[src/rtl/data_arith_narrow.sv]
`default_nettype none
// ============================================================================
// Module   : data_arith_narrow
// Purpose  : Pipelined multi-lane signed/unsigned width reducer with
//            saturate-or-wrap handling, overflow flags and status counters.
// Revision : 1.0 - initial release
// ============================================================================
module data_arith_narrow #(
    parameter int IN_W     = 8,
    parameter int OUT_W    = 4,
    parameter int LANES    = 2,
    parameter int STAGES   = 2,
    parameter int SATURATE = 1,
    parameter int CNT_W    = 4
) (
    input  logic                         clk,
    input  logic                         rst,
    input  logic [LANES-1:0][IN_W-1:0]   in,
    input  logic                         in_valid,
    input  logic                         sign,
    output logic [LANES-1:0][OUT_W-1:0]  out,
    output logic                         out_valid,
    output logic [LANES-1:0]             ovf,
    output logic                         ovf_sticky,
    output logic [LANES-1:0][CNT_W-1:0]  ovf_count
);

    localparam logic [OUT_W-1:0] c_umax = {OUT_W{1'b1}};
    localparam logic [OUT_W-1:0] c_smax = c_umax >> 1;
    localparam logic [OUT_W-1:0] c_smin = ~c_smax;
    localparam logic [CNT_W-1:0] c_cmax = {CNT_W{1'b1}};

    logic [LANES-1:0][OUT_W-1:0]              w_out;
    logic [LANES-1:0]                         w_ovf;

    logic [STAGES-1:0]                        r_valid;
    logic [STAGES-1:0][LANES-1:0][OUT_W-1:0]  r_out;
    logic [STAGES-1:0][LANES-1:0]             r_ovf;
    logic                                     r_sticky;

    for (genvar i = 0; i < LANES; i++) begin : g_lane
        logic [IN_W-OUT_W:0]   w_hi_s;
        logic [IN_W-OUT_W-1:0] w_hi_u;
        logic                  w_in_rng;
        logic                  w_neg;
        logic [CNT_W-1:0]      r_cnt;

        // Signed range holds when the discarded bits plus the new sign bit all agree.
        assign w_hi_s   = in[i][IN_W-1:OUT_W-1];
        assign w_hi_u   = in[i][IN_W-1:OUT_W];
        assign w_neg    = in[i][IN_W-1];
        assign w_in_rng = sign ? ((w_hi_s == '0) || (w_hi_s == '1)) : (w_hi_u == '0);

        assign w_ovf[i] = ~w_in_rng;
        assign w_out[i] = (w_in_rng || (SATURATE == 0)) ? in[i][OUT_W-1:0] :
                          (!sign ? c_umax : (w_neg ? c_smin : c_smax));

        always_ff @(posedge clk) begin
            if (rst) begin
                r_cnt <= '0;
            end else if (out_valid && ovf[i] && (r_cnt != c_cmax)) begin
                r_cnt <= r_cnt + 1'b1;
            end
        end

        assign ovf_count[i] = r_cnt;
    end

    // Bubbles carry zeroed data so the outputs read 0 whenever out_valid is low.
    always_ff @(posedge clk) begin
        if (rst) begin
            r_valid <= '0;
            r_out   <= '0;
            r_ovf   <= '0;
        end else begin
            r_valid[0] <= in_valid;
            r_out[0]   <= in_valid ? w_out : '0;
            r_ovf[0]   <= in_valid ? w_ovf : '0;
            for (int s = 1; s < STAGES; s++) begin
                r_valid[s] <= r_valid[s-1];
                r_out[s]   <= r_out[s-1];
                r_ovf[s]   <= r_ovf[s-1];
            end
        end
    end

    always_ff @(posedge clk) begin
        if (rst) begin
            r_sticky <= 1'b0;
        end else if (out_valid && (|ovf)) begin
            r_sticky <= 1'b1;
        end
    end

    assign out        = r_out[STAGES-1];
    assign out_valid  = r_valid[STAGES-1];
    assign ovf        = r_ovf[STAGES-1];
    assign ovf_sticky = r_sticky;

endmodule
`default_nettype wire

[config.mk]
export PLATFORM = sky130hd
export DESIGN_NAME = data_arith_narrow
export DESIGN_NICKNAME = d
export VERILOG_FILES = /design/src/rtl/data_arith_narrow.sv
export SDC_FILE = /design/constraint.sdc
export NUM_CORES = 1
export LEC_CHECK = 0
export CORE_AREA = 5 5 72 74
export DETAILED_ROUTE_END_ITERATION = 16
export DIE_AREA = 0 0 77 79
export MAX_ROUTING_LAYER = met4
export PLACE_DENSITY = 0.56
export SLEW_MARGIN = 20
export SYNTH_ARGS = -nofsm -noshare
export SYNTH_HDL_FRONTEND = slang
export SYNTH_SLANG_ARGS = --single-unit
[constraint.sdc]
create_clock -name clk -period 1.4 [get_ports clk]
set_input_delay 0.35 -clock clk [delete_from_list [all_inputs] [get_ports clk]]
set_output_delay 0.35 -clock clk [all_outputs]
set_load 0.01 [all_outputs]
==> results of run 1 <==
[worst min-delay path by stage]
stage / start / endpoint / slack, ns
detailed placement: r_ovf[0]$_SDFF_PP0_ / ovf[0]$_SDFF_PP0_ / 0.42
global placement: r_valid[0]$_SDFF_PP0_ / r_valid[1]$_SDFF_PP0_ / 0.42
finish: r_ovf[0]$_SDFF_PP0_ / ovf[0]$_SDFF_PP0_ / 0.43
floorplan: r_out[4]$_SDFF_PP0_ / out[4]$_SDFF_PP0_ / 0.41
CTS: r_ovf[0]$_SDFF_PP0_ / ovf[0]$_SDFF_PP0_ / 0.43
global route: r_ovf[0]$_SDFF_PP0_ / ovf[0]$_SDFF_PP0_ / 0.44
[power breakdown]
part           internal (mW)  switching (mW)
clock                  0.385           0.305
combinational          0.122          0.0839
sequential             0.922          0.0103
[synthesized netlist by cell type, drive strengths merged, types with 3 or more instances]
| cell | instances |
|---|---|
| nor2b | 8 |
| dfxtp | 31 |
| and2b | 5 |
| a31oi | 6 |
| nand2b | 5 |
| buf | 12 |
| nand3 | 4 |
| inv | 4 |
| a21oi | 3 |
| nor3b | 4 |
| a31o | 6 |
| a221oi | 4 |
| nor2 | 4 |
| nor3 | 4 |
[area by class of cell]
cell class / instances / share of cell area (%)
well taps: 54 / 3.689
inverters: 4 / 0.8197
repair buffers: 57 / 27.19
clock buffers: 6 / 4.508
clock inverters: 1 / 0.2732
multi-input cells: 70 / 29.58
flip-flops and latches: 31 / 33.95
[routing by layer]
layer	part of all wire [%]	routed length (µm)	up-vias
li1	-	-	510
met1	43	1159	463
met2	45	1230	43
met3	9.9	270	6
met4	2.1	56	0
met5	0	0	-
[through the flow]
stage               total power [mW]  hold WS [ns]  instances  instance area (µm²)
floorplan                      1.055        0.4109        119                 1279
global placement               1.168        0.4179        216                 1770
detailed placement             1.175        0.4191        216                 1770
CTS                            1.859        0.4341        223                 1832
global route                   1.917        0.4411        223                 1832
finish                         1.828        0.4334        223                 1832
[cell families after synthesis]
kind of cell,share of synthesized area (%)
flip-flops,48.53
adder cells (fa/ha/maj),1.957
AO/OA/AOI/OAI,17.61
AND/OR/NAND/NOR,19.47
buffers and inverters,9.100
multiplexers,3.327
[state kept, by name, indices dropped and copies added, names as in the netlist]
signal        cells
g_lane.r_cnt      8
out               8
ovf               2
ovf_sticky        1
r_out             8
r_ovf             2
r_valid           2
[repair_timing]
action,CTS,global route
gates resized for setup,23,0
endpoints found under the setup margin,24,0
hold buffers,0,0
endpoints found under the hold margin,0,0
==> impl_results.md, run 1 <==
- Initial core utilization: between 20 and 30%
- TritonCTS Sinks: 31
- Commonest non-fill, non-tap cell in the layout: dfxtp_1
- Met1 Usage GRT: about 11%
- Routed vias: 1022
- Initial DRC count: 32
- CP required: 1.05 ns
- R2r worst-path depth: 3
- Final worst-path cycle share: 93.99%
- Core Rows: 25
- Die width: slightly below 80 µm
- Worst Skew: about 0.0045 ns
- Antenna-violating nets left: 0
- Synth Warn #: 0
- Post-synthesis cell area: approximately 1300 µm²
- Die ar.: 6083 µm²
- Boundary pin count: 40
- Fin. Hold Viols: 0
- # Max-Cap Violations: 0
- Synth unique cells: 30
- Die H: between 70 and 80 µm
- CP bufs+invs: 1
- Clock latency on the worst-skew pair: around 0.28 ns
- Fraction of registers with async set/reset: 0%
- Multi-input logic area: 541.8 µm²
- Met2 Usage GRT: 15.53%
- Reg2reg start: g_lane[1].r_cnt[0]$_SDFFE_PP0P_
- DRC: 0
- Post-CTS setup buffer count: 0
- Critical Path AT: around 0.97 ns
- Outcome: finished clean
- CP max-delay cell: dfxtp_1
- N_diodes: 0
- Reg2Reg Setup Slack: 0.10 ns
- Total GRT Usage: 10.09%
- Syn_nets: 141
- Initial antenna violation count: 0
- Clock-pin transition on the worst setup and hold timing paths: 0.06 ns
- Synth top area cells: dfxtp_1, buf_4, nor2b_1
- Number of synthesized flops with an enable pin: 0
- Achievable Freq: about 760 MHz
- GPL Wtd Cong: 0.8292
- FF+latch count, synth: 31
- IO Port Bufs: 39
- RSZ-0062 raised after global routing: no
- Share of the synthesized area in the top cell type: 48.53%
- Seq/Total Area, Yosys: roughly half
- Final Critical Period: 1.316 ns
- Crit path to: ovf_count[5]
- Grt ovf: 0
- PwrDens: 998.0 nW/µm²
- Global-route wire length before repair: 4.712 mm
- H-tree levels: 2
- Setup violations, final: 0
- CTS tree: yes
- Layout cell share with drive strength beyond 1: 23.67%
- CTS max path bufs: 2
- Crit end category: output pin
- Met3 usage: 4.762%
- Synthesized netlist cell count: approximately 120
- Area growth, synth to finish: 43.25%
- Worst slew margin: 77.01%
- Pre-antenna DRT Iters: 4
- DR WL/cell: approximately 12 µm
- Syn Area/Cell: 10.75 µm²
- Floorplan core area: 4536 µm²
- CP max stage delay: ~0.4 ns
- CP Max Fanout: 4
- Commonest cells after routing, fill and taps aside: dfxtp_1, dlygate4sd2_1, buf_4
- Crit Path Category: reg -> out
- Cell depth of the worst setup path: 1
- Most used routing layer: met2
- Final Slew Violations: 0
- Vias in the first global route: 1077
- Start point of the critical path: g_lane[1].r_cnt[1]$_SDFFE_PP0P_
- CTS Buf Count: 5
- VDD IR max: 0.0003100 V
- Worst-margin pin slew: 0.3449 ns
- Nets: around 190
- R2r endpoint: g_lane[1].r_cnt[0]$_SDFFE_PP0P_
- Worst-path cell chain: dlygate4sd2_1
- Static leakage: 0.8267 nW
- Final wirelength: 2.716 mm
- Pin count of the biggest net entering global routing: 10
- Pre-CTS setup slack: -0.2911 ns
- Post-DP HPWL: 2.192 mm
- Setup TNS: 0 ns
- Root buf cell: clkbuf_8
- Fill cells: 449
- Hold path cells: 1
- Core Util, Final: 40.39%
- Hold Path Class: reg -> reg
- Setup WS post-layout: 0.08416 ns
- Top_reg_cell synth: dfxtp_1
- Storage element area: 621.8 µm²
- Via-to-Cell Ratio: ~4.6
- CP startpoint kind: register
- Post-synth top area cell: dfxtp_1
- CP top delay family: flip-flops
No activity file was read; power rests on OpenSTA's default activity.
==> run 2, diff against run 1 <==
==> constraint.sdc (replaced) <==
create_clock -name clk -period 1.4 [get_ports clk]
set_input_delay 0.35 -clock clk [delete_from_list [all_inputs] [get_ports clk]]
set_output_delay 0.35 -clock clk [all_outputs]
set_load 0.05 [all_outputs]
==> impl_results.md, run 2 (synthesized netlist as in run 1, its figures left out) <==
- Outcome: finished clean
- Final worst-path cycle share: about 93%
- Global-route wire length before repair: 4.229 mm
- Fill cells: 413
- H-tree levels: 2
- Initial core utilization: 28.19%
- Critical Path AT: 1.46 ns
- CP Max Fanout: 11
- Initial antenna violation count: 0
- Hold path cells: 1
- Worst-margin pin slew: around 0.35 ns
- Worst Skew: 0.0009739 ns
- Hold path endpoint: out[7]$_SDFF_PP0_
- Clock latency on the worst-skew pair: 0.27 ns
- # Max-Cap Violations: 0
- Core Rows: 25
- DR WL/cell: 11.26 µm
- Clock-pin transition on the worst setup and hold timing paths: 0.06 ns
- Root buf cell: clkbuf_8
- R2r endpoint: g_lane[1].r_cnt[0]$_SDFFE_PP0P_
- Final Critical Period: about 1.3 ns
- VDD IR max: 0.0003724 V
- Pre-antenna DRT Iters: 4
- Via-to-Cell Ratio: about 4.5
- Post-DP Area: roughly 1900 µm²
- Commonest cells after routing, fill and taps aside: dfxtp_1, buf_12, clkdlybuf4s50_1
- Final Slew Violations: 0
- Crit Path Category: in -> reg
- CP top delay family: buffers and inverters
- Worst-path cell chain: clkdlybuf4s50_1 -> buf_4 -> and2b_1 -> mux2_2
- Die width: 77 µm
- CTS max path bufs: 2
- Boundary pin count: 40
- Initial DRC count: 26
- Static leakage: 0.8138 nW
- Hold Path Class: reg -> reg
- Final wirelength: 2.467 mm
- Floorplan core area: 4536 µm²
- CP max-delay cell: clkdlybuf4s50_1
- Commonest non-fill, non-tap cell in the layout: dfxtp_1
- CP required: 1.56 ns
- Die ar.: 6083 µm²
- RSZ-0062 raised after global routing: no
- GPL Wtd Cong: about 0.78
- HP Start: r_out[7]$_SDFF_PP0_
- CP bufs+invs: 2
- Worst slew margin: 76.85%
- Core Util, Final: approximately 45%
- Total GRT Usage: 8.982%
- Nets: approximately 190
- Die H: slightly below 80 µm
- Fin. Hold Viols: 0
- Layout cell share with drive strength beyond 1: a little over a third
- TritonCTS Sinks: 31
- Design area: 2038 µm²
- N_diodes: 0
- Antenna-violating nets left: 0
- Post-DP HPWL: 2.066 mm
- Setup violations, final: 0
- PwrDens: 974.6 nW/µm²
- CTS Hold Buffers Added: 0
- Achievable Freq: 766.4 MHz
- DRC: 0
- CP max stage delay: approximately 0.5 ns
- Crit end category: register
- Reg2reg start: g_lane[1].r_cnt[0]$_SDFFE_PP0P_
- Routed vias: 991
- Setup TNS: 0 ns
- Grt ovf: 0
- Area growth, synth to finish: 59.39%
- Vias in the first global route: 1008
- CP startpoint kind: input port
- CTS tree: yes
- IO Port Bufs: 39
- CTS Buf Count: 5
- R2r worst-path depth: 3
- Reg2Reg Setup Slack: 0.1 ns
- Pin count of the biggest net entering global routing: 12
-- run 2: changes by cell type in the layout (fill, tap and decap cells not counted) --
cell | before | now
dfxtp_2 | 1 | 5
buf_4 | 18 | 13
dlygate4sd2_1 | 22 | 1
dfxtp_1 | 30 | 26
clkbuf_1 | 0 | 1
clkinv_2 | 1 | 0
buf_12 | 0 | 20
clkdlybuf4s50_1 | 17 | 18
clkbuf_8 | 6 | 7
-- run 2: per-layer routing --
layer	vias up	part of all wire, %	track usage [%]
met5	-	0	-
met4	0	1.2	4.124
met3	4	9.2	4.422
met2	41	47	14.60
met1	446	42	9.142
li1	500	-	-
-- run 2: through the flow --
| stage | worst slack, ns | power (mW) | hold slack [ns] | std cells |
|---|---|---|---|---|
| floorplan | 0.03248 | 1.108 | 0.4109 | 119 |
| global placement | -0.2631 | 1.261 | 0.4131 | 211 |
| detailed placement | -0.3091 | 1.267 | 0.4220 | 211 |
| CTS | 0.08238 | 2.029 | 0.4359 | 219 |
| global route | 0.03436 | 2.077 | 0.4567 | 219 |
| finish | 0.09517 | 1.986 | 0.4348 | 219 |
-- run 2: cell type report --
type	instances	area, µm²	share of cell area (%)
repair buffers	52	686.9	33.70
flip-flops and latches	31	626.9	30.76
multi-input cells	70	541.8	26.58
clock buffers	8	100.1	4.911
well taps	54	67.56	3.315
inverters	4	15.01	0.7366
-- run 2: worst max-delay path by stage --
stage	start	endpoint	slack (ns)	depth (start not counted)
after floorplan	r_valid[1]$_SDFF_PP0_	g_lane[0].r_cnt[0]$_SDFFE_PP0P_	0.03	4
after global placement	sign	r_ovf[0]$_SDFF_PP0_	-0.26	4
after detailed placement	sign	r_ovf[0]$_SDFF_PP0_	-0.31	4
after CTS	r_valid[1]$_SDFF_PP0_	out_valid	0.08	2
after global routing	in[5]	r_out[0]$_SDFF_PP0_	0.03	4
final	rst	g_lane[1].r_cnt[0]$_SDFFE_PP0P_	0.1	4
-- run 2: timing repair --
| action | 4_1_cts | 5_1_grt |
|---|---|---|
| endpoints found under the setup margin | 2 | 0 |
| gates resized for setup | 1 | 0 |
| buffers inserted | 0 | 0 |
-- run 2: power by group --
group	total (mW)	internal (mW)	switching [mW]
Combinational	0.301	0.168	0.134
Sequential	0.941	0.923	0.0183
Clock	0.744	0.448	0.296
Total	1.99	1.54	0.448
